### src/rtl/bin_to_bcd_seq_if.sv
// Start/result bundle for the sequential binary-to-BCD converter.
// master drives the request; slave is the converter.
interface bin_to_bcd_seq_if;
  logic        start;
  logic [19:0] bin_in;
  logic        busy;
  logic        done;
  logic [23:0] bcd_out;
  logic        overflow;
  logic [5:0]  lz_mask;

  modport master (
    output start,
    output bin_in,
    input  busy,
    input  done,
    input  bcd_out,
    input  overflow,
    input  lz_mask
  );

  modport slave (
    input  start,
    input  bin_in,
    output busy,
    output done,
    output bcd_out,
    output overflow,
    output lz_mask
  );
endinterface

### src/rtl/bin_to_bcd_seq.sv
// Double-dabble converter: 20-bit binary to six packed BCD digits plus blanking mask.
// Latency: done pulses 21 edges after start is accepted; busy is high for those 21 cycles.
// No backpressure: start is only honoured in IDLE, otherwise dropped without queuing.
module bin_to_bcd_seq #(
  parameter int unsigned CLAMP_ON_OVF = 1
) (
  input logic             CLOCK_50,
  input logic             reset,
  bin_to_bcd_seq_if.slave bus
);

  typedef enum logic [1:0] {
    IDLE  = 2'd0,
    SHIFT = 2'd1,
    DONE  = 2'd2
  } state_t;

  localparam logic [19:0] MAX_DEC   = 20'd999999;
  localparam logic [4:0]  NUM_BITS  = 5'd20;
  localparam logic [23:0] CLAMP_VAL = 24'h999999;

  state_t      state_q;
  state_t      state_d;
  logic [27:0] acc_q;
  logic [27:0] acc_adj;
  logic [19:0] opnd_q;
  logic [4:0]  cnt_q;
  logic        ovf_pend_q;

  logic        load_en;
  logic        shift_en;
  logic        commit_en;

  logic [23:0] res_bcd;
  logic [5:0]  res_lz;
  logic        all_zero;

  logic        done_q;
  logic [23:0] bcd_q;
  logic        ovf_q;
  logic [5:0]  lz_q;

  always_ff @(posedge CLOCK_50) begin
    if (reset) begin
      state_q <= IDLE;
    end else begin
      state_q <= state_d;
    end
  end

  always_comb begin
    state_d   = state_q;
    load_en   = 1'b0;
    shift_en  = 1'b0;
    commit_en = 1'b0;
    unique case (state_q)
      IDLE: begin
        if (bus.start) begin
          load_en = 1'b1;
          state_d = SHIFT;
        end
      end
      SHIFT: begin
        shift_en = 1'b1;
        if (cnt_q == 5'd1) begin
          state_d = DONE;
        end
      end
      DONE: begin
        commit_en = 1'b1;
        state_d   = IDLE;
      end
      default: begin
        state_d = IDLE;
      end
    endcase
  end

  // Add-3 correction on every digit before the shift keeps each digit in 0-9 after doubling.
  always_comb begin
    acc_adj = acc_q;
    for (int i = 0; i < 7; i++) begin
      if (acc_q[4*i +: 4] >= 4'd5) begin
        acc_adj[4*i +: 4] = acc_q[4*i +: 4] + 4'd3;
      end
    end
  end

  always_ff @(posedge CLOCK_50) begin
    if (reset) begin
      acc_q      <= '0;
      opnd_q     <= '0;
      cnt_q      <= '0;
      ovf_pend_q <= 1'b0;
    end else if (load_en) begin
      acc_q      <= '0;
      opnd_q     <= bus.bin_in;
      cnt_q      <= NUM_BITS;
      ovf_pend_q <= (bus.bin_in > MAX_DEC);
    end else if (shift_en) begin
      acc_q  <= {acc_adj[26:0], opnd_q[19]};
      opnd_q <= {opnd_q[18:0], 1'b0};
      cnt_q  <= cnt_q - 5'd1;
    end
  end

  always_comb begin
    if (ovf_pend_q && (CLAMP_ON_OVF != 0)) begin
      res_bcd = CLAMP_VAL;
    end else begin
      res_bcd = acc_q[23:0];
    end
  end

  // Blank from the most significant digit downward; the units digit is always shown.
  always_comb begin
    res_lz   = '0;
    all_zero = 1'b1;
    for (int i = 5; i >= 1; i--) begin
      all_zero  = all_zero && (res_bcd[4*i +: 4] == 4'd0);
      res_lz[i] = all_zero;
    end
  end

  always_ff @(posedge CLOCK_50) begin
    if (reset) begin
      done_q <= 1'b0;
      bcd_q  <= '0;
      ovf_q  <= 1'b0;
      lz_q   <= 6'b111110;
    end else begin
      done_q <= commit_en;
      if (commit_en) begin
        bcd_q <= res_bcd;
        ovf_q <= ovf_pend_q;
        lz_q  <= res_lz;
      end
    end
  end

  assign bus.busy     = (state_q != IDLE);
  assign bus.done     = done_q;
  assign bus.bcd_out  = bcd_q;
  assign bus.overflow = ovf_q;
  assign bus.lz_mask  = lz_q;

endmodule

### src/flat_wrapper.sv
// flat-port wrapper written by rule: the top's interface ports become plain ports
module bin_to_bcd_seq_flat 
#(
  parameter int unsigned CLAMP_ON_OVF = 1
)
  (CLOCK_50, reset, bus_start, bus_bin_in, bus_busy, bus_done, bus_bcd_out, bus_overflow, bus_lz_mask);
  bin_to_bcd_seq_if bus_i ();
  input logic CLOCK_50;
  input logic reset;
  input wire logic [$bits(bus_i.start)-1:0] bus_start;
  input wire logic [$bits(bus_i.bin_in)-1:0] bus_bin_in;
  output wire logic [$bits(bus_i.busy)-1:0] bus_busy;
  output wire logic [$bits(bus_i.done)-1:0] bus_done;
  output wire logic [$bits(bus_i.bcd_out)-1:0] bus_bcd_out;
  output wire logic [$bits(bus_i.overflow)-1:0] bus_overflow;
  output wire logic [$bits(bus_i.lz_mask)-1:0] bus_lz_mask;
  assign bus_i.start = bus_start;
  assign bus_i.bin_in = bus_bin_in;
  assign bus_busy = bus_i.busy;
  assign bus_done = bus_i.done;
  assign bus_bcd_out = bus_i.bcd_out;
  assign bus_overflow = bus_i.overflow;
  assign bus_lz_mask = bus_i.lz_mask;
  bin_to_bcd_seq #(.CLAMP_ON_OVF(CLAMP_ON_OVF)) u_core (.CLOCK_50(CLOCK_50), .reset(reset), .bus(bus_i));
endmodule
### config.mk
export PLATFORM = sky130hd
export DESIGN_NAME = bin_to_bcd_seq_flat
export DESIGN_NICKNAME = d
export VERILOG_FILES = /design/src/rtl/bin_to_bcd_seq_if.sv /design/src/rtl/bin_to_bcd_seq.sv /design/src/flat_wrapper.sv
export SDC_FILE = /design/constraint.sdc
export NUM_CORES = 1
export LEC_CHECK = 0
export CAP_MARGIN = 15
export CORE_AREA = 2 2 135 84
export DETAILED_ROUTE_END_ITERATION = 16
export DIE_AREA = 0 0 137 86
export PLACE_DENSITY = 0.67
export SLEW_MARGIN = 10
export SYNTH_ARGS = -nofsm -noshare
export SYNTH_HDL_FRONTEND = slang
export SYNTH_SLANG_ARGS = --single-unit
### constraint.sdc
create_clock -name CLOCK_50 -period 2.6 [get_ports CLOCK_50]
set_input_delay 0.52 -clock CLOCK_50 [delete_from_list [all_inputs] [get_ports CLOCK_50]]
set_output_delay 0.52 -clock CLOCK_50 [all_outputs]
set_load 0.005 [all_outputs]
==> flow_metrics.py, run 1 <==
metrics = {
    "setup_path": {
        "worstPathBufferInverterCount": 2,
        "r2r-start": "u_core.state_q[0]$_SDFFE_PP0P_",
        "crit_arrival_ns": 1.42,
        "crit_path_start": "u_core.state_q[1]$_SDFFE_PP0P_",
        "max_stage_delay_ns": 0.50,
        "cp_top_family": "buffers and inverters",
        "cp-start-kind": "flop",
        "worstSetupEndpointType": "output port",
        "cp.required_ns": 2.08,
        "critPathKind": "flop to output port",
        "slowest_stage": "clkdlybuf4s50_1",
        "crit_path_cell_trace": "nor2_1, inv_1, clkdlybuf4s50_1",
        "reg2regPathDepth": 4,
        "crit_fanout": 7,
        "cp_num_cells": 3,
    },
    "yosys": {
        "ys_seq_area_share_pct": 45.8,
        "synth_nets": 469,
        "ys_seq_elements": 83,
        "syn_inst": 432,
        "synthesis.area_um2": 3630,
        "ys_warn_count": 0,
        "yosysUniqueCellTypes": 46,
        "avgSynthCellArea_um2": 8.40,
    },
    "cts": {
        "cts_buffers": 9,
        "htreeDepth": 3,
        "cts_hold_buf": 0,
        "cts_buffer_depth": 2,
        "cts_sinks": 83,
        "post_cts_buffers": 0,
        "clkLatencyLatePin_ns": 0.34,
        "cts_root_buffer": "clkbuf_16",
        "post_cts_resized": 0,
        "cts_tree": "yes",
        "path_clk_slew_ns": 0.06,
    },
    "timing": {
        "worst_slew_pin_slew_ns": 0.583,
        "timing.slew.headroom_pct": 61.1,
        "fmaxAchievable_ghz": 0.516,
        "fin_setup_tns_ns": 0,
        "rsz0062_at_grt": "false",
        "setup_slack_ns": 0.661,
        "fin_crit_ns": 1.94,
        "hold_viol": 0,
        "period_share_pct": 74.6,
        "timing.final.max_slew_violations": 0,
        "setup_viol": 0,
        "fin_skew_ns": 0.00525,
    },
    "floorplanning": {
        "die_x_um": 137,
        "coreArea_um2": 10500,
        "die_area_um2": 11800,
        "start_util_pct": 34.7,
        "rows": 29,
        "die_h_um": 86,
        "ios": 56,
    },
    "global_route": {
        "grt_max_degree": 38,
        "grt_pass1_wl_mm": 14.4,
        "antenna_found_initial": 0,
        "grt_pass1_vias": 2926,
        "grt_use_total_pct": 15.6,
        "overflow": 0,
    },
    "status": {
        "status": "completed",
    },
    "routing": {
        "drcViolationCount": 0,
        "ant_nets": 0,
        "first_pass_iters": 4,
        "via_per_inst": 5.21,
        "wl_mm": 8.75,
        "routed-via-count": 3222,
        "drt_iter0_drc": 235,
        "routedWlPerCell_um": 14.1,
    },
    "worst_hold_path": {
        "hp-start": "u_core.opnd_q[6]$_SDFFE_PP0P_",
        "min_delay_path_depth": 2,
        "hp-class": "flop to flop",
    },
    "layout": {
        "area_delta_synth_final_pct": 25.1,
        "fill_cells": 1017,
        "drive_gt1_share_pct": 6.88,
        "multi_input_area_um2": 1760,
        "diodes": 0,
        "area.sequential_um2": 1660,
        "nets": 513,
        "final_cells": 619,
        "postLayoutCellArea_um2": 4540,
    },
    "pwr": {
        "power_density_nw_per_um2": 624,
        "peakVddDrop_uv": 307,
        "leakagePower_nw": 1.58,
    },
    "job": {
        "maxCapViolCount": 0,
    },
    "place": {
        "place_inst": 604,
        "gp_congestion": 0.821,
        "place_area_um2": 4260,
        "pre_cts_ws_ns": 0.479,
        "dp_hpwl_mm": 6.06,
        "placement.io_buffers": 54,
    },
}
## worst paths after layout
| check | end | slack (ns) |
|---|---|---|
| max | bus_busy | 0.66 |
| min | u_core.opnd_q[6]$_SDFFE_PP0P_ | 0.46 |
| max reg2reg | u_core.acc_q[10]$_SDFFE_PP0P_ | 0.88 |
| min reg2reg | u_core.opnd_q[6]$_SDFFE_PP0P_ | 0.46 |
## state kept, by name, summed over array words and instances (netlist names), 2 cells and up
| name | cells |
|---|---|
| u_core.acc_q | 24 |
| u_core.bus.bcd_out | 24 |
| u_core.bus.lz_mask | 5 |
| u_core.cnt_q | 5 |
| u_core.opnd_q | 20 |
| u_core.state_q | 2 |
## worst reg2reg max path, cell delays in order (launching register included)
cell and delay, ns:
dfxtp_1 0.43, and2b_1 0.53, buf_4 0.38, nand3_1 0.12, a31oi_1 0.18
## where the power goes
| part | internal (mW) | switching, mW | leakage [nW] | total, mW |
|---|---|---|---|---|
| Clock | 0.731 | 0.506 | 0.141 | 1.24 |
| Sequential | 1.31 | 0.0295 | 0.674 | 1.34 |
| Combinational | 0.105 | 0.151 | 0.762 | 0.256 |
## logic make-up (layout without fill, tap and decap cells)
kind of cell | count (synthesis) | after routing | share of synthesized area (%)
compound gates | 117 | 117 | 19.9
xor+xnor | 6 | 6 | 1.45
other cells | 1 | 1 | 0.103
flops | 83 | 83 | 45.8
simple gates | 165 | 165 | 22.3
fa+ha+maj | 14 | 14 | 4.83
buf+inv | 46 | 94 | 5.62
## layout by cell type (no fill, tap or decap), drive strengths merged, types with 2 or more instances in the layout
cell type	instances
dfxtp	83
clkdlybuf4s50	53
a21oi	48
nor2	48
nand2	46
a22oi	31
nand3	23
inv	17
o21ai	15
ha	14
or3	11
a31oi	10
nor3	10
nand2b	9
clkbuf	9
buf	9
a211oi	6
clkinv	4
nor4	4
xor2	3
xnor2	3
and2b	2
o31ai	2
nand4b	2
or4	2
or2	2
nor3b	2
## cell type report
| type | count | share of cell area, % |
|---|---|---|
| clock buffer | 9 | 4.96 |
| clock inverter | 6 | 1.27 |
| inverter | 17 | 1.41 |
| multi-input combinational | 303 | 38.8 |
| sequential | 83 | 36.6 |
| tap | 139 | 3.83 |
| timing repair buffer | 62 | 13.1 |
## layer usage
| layer | wire (um) | GRT usage [%] | vias to the layer above |
|---|---|---|---|
| met5 | 0 | 0 | - |
| met3 | 503 | 5.02 | 16 |
| met1 | 4190 | 20.8 | 1527 |
| li1 | - | - | 1602 |
| met2 | 3910 | 23.2 | 77 |
| met4 | 154 | 6.47 | 0 |
## through the flow
step           power [mW]  utilization [%]  hold slack [ns]
6_report             2.83             43.5            0.456
3_5_place_dp         1.62             40.7            0.448
2_1_floorplan        1.53                -            0.432
3_3_place_gp         1.61             40.7            0.441
4_1_cts              2.86             43.5            0.457
5_1_grt              2.95             43.5            0.469
## synthesized netlist by cell type, drive strengths merged
cell type,count,share of area [%]
dfxtp,83,46
a21oi,48,6.6
nor2,48,5.4
nand2,46,4.8
a22oi,31,6.4
nand3,23,3.3
buf,17,2.6
inv,17,1.8
o21ai,15,2.1
ha,14,4.8
clkbuf,12,1.2
or3,11,1.9
a31oi,10,1.7
nor3,10,1.4
nand2b,9,1.6
a211oi,6,1.2
nor4,4,0.86
xnor2,3,0.72
xor2,3,0.72
and2b,2,0.41
nand4b,2,0.48
nor3b,2,0.55
o31ai,2,0.41
or2,2,0.35
or4,2,0.52
a211o,1,0.24
a221o,1,0.28
a32o,1,0.28
and3,1,0.17
conb,1,0.10
nand3b,1,0.21
nand4,1,0.17
nor4b,1,0.24
o2111a,1,0.31
o221a,1,0.31
No activity file was read; power rests on OpenSTA's default activity.
==> inputs of run 2 (changes only) <==
- clock period: 2.6 -> 1.8 ns (I/O delays scaled with it)
==> run 2 against run 1 <==
Compared with the run above:
- combinational power up 59%
- global-route usage about the same
- final cell count is 1.1% higher
- worst hold slack worse by 0.056 ns
- routed wire length decreased by 0.59%
- sequential power increased by 45%
- worst setup slack worse by 0.55 ns
- non-clock buffer count is 6 higher
- critical path depth did not move
- total power increased by 44%
- cell area increased by 1.9%
- highest routed layer unchanged
==> flow_metrics.py, run 2 (synthesis results as in run 1) <==
metrics = {
    "timing": {
        "fin_skew_ns": 0.00738,
        "fin_setup_tns_ns": 0,
        "setup_viol": 0,
        "worst_slew_pin_slew_ns": 0.826,
        "rsz0062_at_grt": "false",
        "fin_crit_ns": 1.69,
        "fmaxAchievable_ghz": 0.592,
        "timing.final.max_slew_violations": 0,
        "setup_slack_ns": 0.110,
        "timing.slew.headroom_pct": 44.9,
        "hold_viol": 0,
        "period_share_pct": 93.9,
    },
    "setup_path": {
        "crit_arrival_ns": 1.33,
        "cp-endpoint": "bus_busy",
        "crit_fanout": 7,
        "r2r_setup_slack_ns": 0.16,
        "crit_path_start": "u_core.state_q[1]$_SDFFE_PP0P_",
        "worstSetupEndpointType": "output port",
        "cp-start-kind": "flop",
        "r2r-end": "u_core.acc_q[17]$_SDFFE_PP0P_",
        "r2r-start": "u_core.acc_q[16]$_SDFFE_PP0P_",
        "reg2regPathDepth": 6,
        "critPathKind": "flop to output port",
        "cp.required_ns": 1.44,
    },
    "routing": {
        "drt_iter0_drc": 312,
        "ant_nets": 0,
        "drcViolationCount": 0,
        "via_per_inst": 5.15,
        "routedWlPerCell_um": 13.9,
        "routed-via-count": 3226,
        "first_pass_iters": 5,
        "wl_mm": 8.70,
    },
    "global_route": {
        "grt_pass1_vias": 2928,
        "grt_pass1_wl_mm": 14.4,
        "antenna_found_initial": 0,
        "overflow": 0,
        "grt_max_degree": 36,
        "grt_use_total_pct": 15.6,
    },
    "cts": {
        "cts_root_buffer": "clkbuf_16",
        "cts_tree": "yes",
        "cts_sinks": 83,
        "cts_buffers": 9,
        "cts_buffer_depth": 2,
        "htreeDepth": 3,
        "clkLatencyLatePin_ns": 0.34,
        "cts_hold_buf": 0,
        "path_clk_slew_ns": 0.06,
    },
    "floorplanning": {
        "die_area_um2": 11800,
        "ios": 56,
        "die_x_um": 137,
        "die_h_um": 86,
        "start_util_pct": 34.7,
        "rows": 29,
        "coreArea_um2": 10500,
    },
    "layout": {
        "postLayoutCellArea_um2": 4630,
        "layout_commonest_cell": "dfxtp_1",
        "drive_gt1_share_pct": 8.62,
        "layout_common_cells": "dfxtp_1 (81), clkdlybuf4s50_1 (53), a21oi_1 (48), nand2_1 (46), nor2_1 (44)",
        "nets": 519,
        "area_delta_synth_final_pct": 27.5,
        "diodes": 0,
    },
    "place": {
        "place_area_um2": 4340,
        "pre_cts_ws_ns": 0.0131,
        "dp_hpwl_mm": 6.10,
        "gp_congestion": 0.809,
        "placement.io_buffers": 54,
    },
    "worst_hold_path": {
        "hp-class": "input port to flop",
    },
    "job": {
        "maxCapViolCount": 0,
    },
    "pwr": {
        "peakVddDrop_uv": 430,
        "power_density_nw_per_um2": 881,
        "leakagePower_nw": 1.62,
    },
    "status": {
        "status": "completed",
    },
}
[run 2: metal layers]
| layer | up-vias | GRT usage, % | share of wire (%) |
|---|---|---|---|
| li1 | 1621 | - | - |
| met1 | 1523 | 22.0 | 51 |
| met2 | 75 | 22.1 | 43 |
| met3 | 7 | 5.97 | 5.5 |
| met4 | 0 | 4.40 | 0.80 |
| met5 | - | 0 | 0 |
[run 2: worst min-delay path by stage]
stage	to	start	depth (start not counted)	slack, ns
floorplan	u_core.acc_q[0]$_SDFFE_PP0P_	u_core.opnd_q[19]$_SDFFE_PP0P_	2	0.43
global placement	u_core.opnd_q[5]$_SDFFE_PP0P_	u_core.opnd_q[5]$_SDFFE_PP0P_	2	0.44
detailed placement	u_core.opnd_q[7]$_SDFFE_PP0P_	u_core.opnd_q[7]$_SDFFE_PP0P_	2	0.45
CTS	u_core.opnd_q[2]$_SDFFE_PP0P_	reset	2	0.39
global route	u_core.opnd_q[8]$_SDFFE_PP0P_	reset	2	0.40
finish	u_core.opnd_q[4]$_SDFFE_PP0P_	reset	2	0.40
[run 2: area by class of cell]
cell class	instances	area, um^2
inverter	17	63.8
sequential	83	1660
timing repair buffer	68	678
multi-input combinational	303	1770
fill	1016	5820
tap	139	174
clock buffer	12	256
clock inverter	4	25.0
[run 2: power breakdown]
group / leakage, nW / internal [mW] / total, mW / switching (mW)
Combinational: 0.808 / 0.182 / 0.406 / 0.223
Clock: 0.135 / 1.00 / 1.74 / 0.731
Sequential: 0.674 / 1.89 / 1.94 / 0.0436
[run 2: what timing repair did]
action / in CTS / in global routing
resized for setup: 2 / 1
endpoints found under the setup margin: 1 / 1
setup buffers: 0 / 0
gates cloned: 0 / 0
[run 2: worst max-delay path, stage by stage, from the launching register on]
cell and delay (ns):
dfxtp_2 0.39, nor2_2 0.07, inv_1 0.05, clkdlybuf4s50_1 0.48
[run 2: metrics by stage]
step                      power (mW)  util (%)  hold slack (ns)  std cells
after global routing            4.26      44.3            0.405        626
after global placement          2.37      41.5            0.442        610
after CTS                       4.12      44.3            0.390        626
after floorplan                 2.22         -            0.432        432
final                           4.08      44.3            0.399        626
after detailed placement        2.38      41.5            0.448        610
